==> src/rtl/mux_rr_arbiter.sv <==
// Round-robin arbiter that shares a 2:1 mux between two valid/ready requesters and
// registers the result into a one-entry output stage. Optional grant counters: MUX_ARB_STATS_EN.
module mux_rr_arbiter #(
   parameter int WIDTH = 32,
   parameter int CNT_W = 8
) (
   input  logic             clk,
   input  logic             reset,
   input  logic [WIDTH-1:0] a_data,
   input  logic             a_valid,
   output logic             a_ready,
   input  logic [WIDTH-1:0] b_data,
   input  logic             b_valid,
   output logic             b_ready,
   output logic             sel,
   output logic [WIDTH-1:0] z,
   output logic             z_valid,
`ifdef MUX_ARB_STATS_EN
   output logic [CNT_W-1:0] cnt_a,
   output logic [CNT_W-1:0] cnt_b,
`endif
   input  logic             z_ready
);

   typedef enum logic {
      EMPTY = 1'b0,
      FULL  = 1'b1
   } state_t;

   state_t state;
   logic   last;
   logic   free;
   logic   grant_a;
   logic   grant_b;
   logic   transfer;

   if (CNT_W < 1) begin : g_bad_cnt_w
      $error("mux_rr_arbiter: CNT_W must be at least 1");
   end

   assign z_valid = (state == FULL);

   // NOTE: reset gates the readys combinationally so no requester sees an accept while the stage is being cleared.
   assign free     = !reset && (!z_valid || z_ready);
   assign grant_a  = a_valid && (!b_valid || last);
   assign grant_b  = b_valid && (!a_valid || !last);
   assign sel      = grant_a ? 1'b0 : (grant_b ? 1'b1 : last);
   assign a_ready  = free && grant_a;
   assign b_ready  = free && grant_b;
   assign transfer = free && (a_valid || b_valid);

   // NOTE: sequential state uses non-blocking assignments so every register samples pre-edge values.
   always_ff @(posedge clk or posedge reset) begin
      if (reset) begin
         state <= EMPTY;
         z     <= '0;
         last  <= 1'b1;
      end else if (transfer) begin
         state <= FULL;
         z     <= sel ? b_data : a_data;
         last  <= sel;
      end else if (z_ready) begin
         // Drain with nothing to replace it: data is left as-is, only the flag drops.
         state <= EMPTY;
      end
   end

`ifdef MUX_ARB_STATS_EN
   always_ff @(posedge clk or posedge reset) begin
      if (reset) begin
         cnt_a <= '0;
         cnt_b <= '0;
      end else begin
         if (a_ready) cnt_a <= cnt_a + CNT_W'(1);
         if (b_ready) cnt_b <= cnt_b + CNT_W'(1);
      end
   end
`endif

endmodule
==> config.mk <==
export PLATFORM = sky130hd
export DESIGN_NAME = mux_rr_arbiter
export DESIGN_NICKNAME = d
export VERILOG_FILES = /design/src/rtl/mux_rr_arbiter.sv
export SDC_FILE = /design/constraint.sdc
export NUM_CORES = 1
export LEC_CHECK = 0
export BUFFER_PORTS_ARGS = -buffer_cell sky130_fd_sc_hd__buf_2
export CORE_MARGIN = 1
export CORE_UTILIZATION = 45
export CTS_CLUSTER_SIZE = 8
export DETAILED_ROUTE_END_ITERATION = 6
export PLACE_DENSITY = 0.86
export SKIP_CTS_REPAIR_TIMING = 1
export SLEW_MARGIN = 20
export SYNTH_ARGS = -nofsm -noshare
export SYNTH_HDL_FRONTEND = slang
export SYNTH_SLANG_ARGS = --single-unit
==> constraint.sdc <==
create_clock -name clk -period 2.07 [get_ports clk]
set_input_delay 0.207 -clock clk [delete_from_list [all_inputs] [get_ports clk]]
set_output_delay 0.207 -clock clk [all_outputs]
set_load 0.03 [all_outputs]
==> metrics.cfg <==
[synthesis]
syn_inst = 209
yosysUniqueCellTypes = 22
async_reset_ff_frac = 1.00
synth_edf_count = 0
syn_nets = 278
yosysTopAreaCellShare = 0.414
ys_ff_latch = 34
syn-cell-area_sq_um = 2000
synth_area_leaders = dfrtp_1, a31oi_2, a31oi_1, nand3_1, o21ai_0
synth_warnings = 0
syn_avg_cell_area_sq_um = 9.55
yosysSeqAreaShare = 0.427
yosys_most_used_dff = dfrtp_1
yosysTopAreaCell = dfrtp_1

[floorplan]
ios = 105
dieWidth_microns = 68.6
initial_core_util = 0.485
core_sq_um = 4120
dieArea_sq_um = 4710
core.rowCount = 23
dieHeight_microns = 68.6

[setup_path]
cp-start-kind = flip-flop
crit_fanout = 36
crit_path_start = z_valid
reg2regPathDepth = 3
end_kind = output port
r2r_setup_slack_ns = 0.49
worstPathRequired_ns = 1.86
critical_path_arrival_ns = 1.64
crit_type = flip-flop to output port
reg2reg_from = z_valid
r2r_end = z[13]

[sta]
setup_viol_count_final = 0
setup_ws_ns = 0.228
final-hold-violation-count = 14
holdWs_ns = -0.00721
maxSlewViolCount = 0
skew_ns = 0.00249
tightest_slew_ns = 0.885
post-route-min-period_ns = 1.84
relSlewSlack = 0.410
rsz0062_at_grt = no
max_freq_mhz = 543
tns_ns = 0
post-route-period-util = 0.890

[clock_network]
numClockSinks = 34
clk_latency_ns = 0.27
cts_tree = done
root_buffer = clkbuf_8
clk_path_buf_depth = 2
htree_levels = 2
numCtsBuffers = 5
path_clk_slew_ns = 0.07

[finish]
nets = 370
final_area_sq_um = 2600
drive_gt1_frac = 0.517
antenna_cells = 0
final_util = 0.633
areaGrowthSynthToFinish_pct = 30.4

[global_routing]
grt_pass1_wl_microns = 8420
grt-ovfl-total = 0
grt_usage = 0.238
grt_max_degree = 40
grt_antenna_before_repair = 0
grt_pass1_vias = 1961

[drt]
vias = 2037
ant_nets = 0
drc = 0
vias_per_cell = 5.82
routed_wl_microns = 5370
drt_pass1_iterations = 4
wl_per_cell_microns = 15.3
dr.first_iter.drc_count = 187

[place]
place_area_sq_um = 2520
place_congestion = 0.727
io_buffers = 104
pre_cts_ws_ns = 0.327
dpl.hpwl_microns = 3680

[hold_path]
min_path_type = primary input to asynchronous set/reset pin

[pwr]
power_density_nw_per_um2 = 975
p_leak_uw = 0.00112
ir_worst_vdd_mv = 0.405

[job]
cap_violations = 0

[outcome]
status = finished with violations
violations = negative hold slack

[placed cells by master (no fill, tap or decap), drive strengths merged, types with 2 or more instances in the layout]
master	instances
a31oi	64
buf	114
clkbuf	6
dfrtp	33
inv	2
nand3	34
nor2	4
o21ai	33
or2	2
[Yosys cell counts (2+ instances only)]
| master | count |
|---|---|
| o21ai_0 | 33 |
| buf_6 | 4 |
| clkbuf_2 | 2 |
| dfrtp_1 | 33 |
| or2_1 | 2 |
| nand3_1 | 34 |
| a31oi_1 | 34 |
| nor2_1 | 4 |
| a31oi_2 | 30 |
| clkbuf_1 | 21 |
[worst max-delay path by stage]
stage          endpoint  depth (start not counted)
6_report        a_ready                          5
5_1_grt         a_ready                          5
4_1_cts             sel                          3
3_5_place_dp      z[29]                          4
3_3_place_gp       z[5]                          4
2_1_floorplan   b_ready                          5
[flip-flops by register name, indices dropped and copies added, names as in the netlist]
signal and count:
last 1, z 32, z_valid 1
[routing by layer]
| layer | vias up | global-route usage | routed length [microns] |
|---|---|---|---|
| met3 | 9 | 0.0362 | 372 |
| met4 | 0 | 0.0990 | 93 |
| met5 | - | 0 | 0 |
| li1 | 986 | - | - |
| met2 | 95 | 0.434 | 2710 |
| met1 | 947 | 0.273 | 2190 |
[cell families (layout without fill, tap and decap cells)]
group,Yosys count,after routing,share of synthesized area
simple gates,45,45,0.113
flops,34,34,0.427
compound gates,99,99,0.385
buf+inv,31,122,0.0752
[area by class of cell]
cell class | count | area, sq um
timing repair buffer | 114 | 596
multi-input combinational | 144 | 1000
inverter | 2 | 7.51
clock buffer | 6 | 82.6
sequential | 34 | 852
tap | 50 | 62.6
fill | 359 | 1510
[worst max-delay path, cell delays in order (launching register included)]
cell      delay (ns)
dfrtp_1         0.37
nand2b_1        0.08
buf_4           0.36
nand3_1         0.16
a21oi_1         0.17
buf_2           0.22
[through the flow]
stage / cells / power [uW]
floorplan: 209 / 1740
global placement: 344 / 2040
detailed placement: 344 / 2070
CTS: 350 / 2550
global route: 350 / 2680
finish: 350 / 2540
[report_power, final]
group / total, uW / internal, uW / leakage (uW) / switching (uW)
Combinational: 1140 / 384 / 0.000696 / 758
Sequential: 915 / 826 / 0.000378 / 89.6
Clock: 481 / 257 / 0.0000431 / 224
Total: 2540 / 1470 / 0.00112 / 1070
No activity file was read; power rests on OpenSTA's default activity.
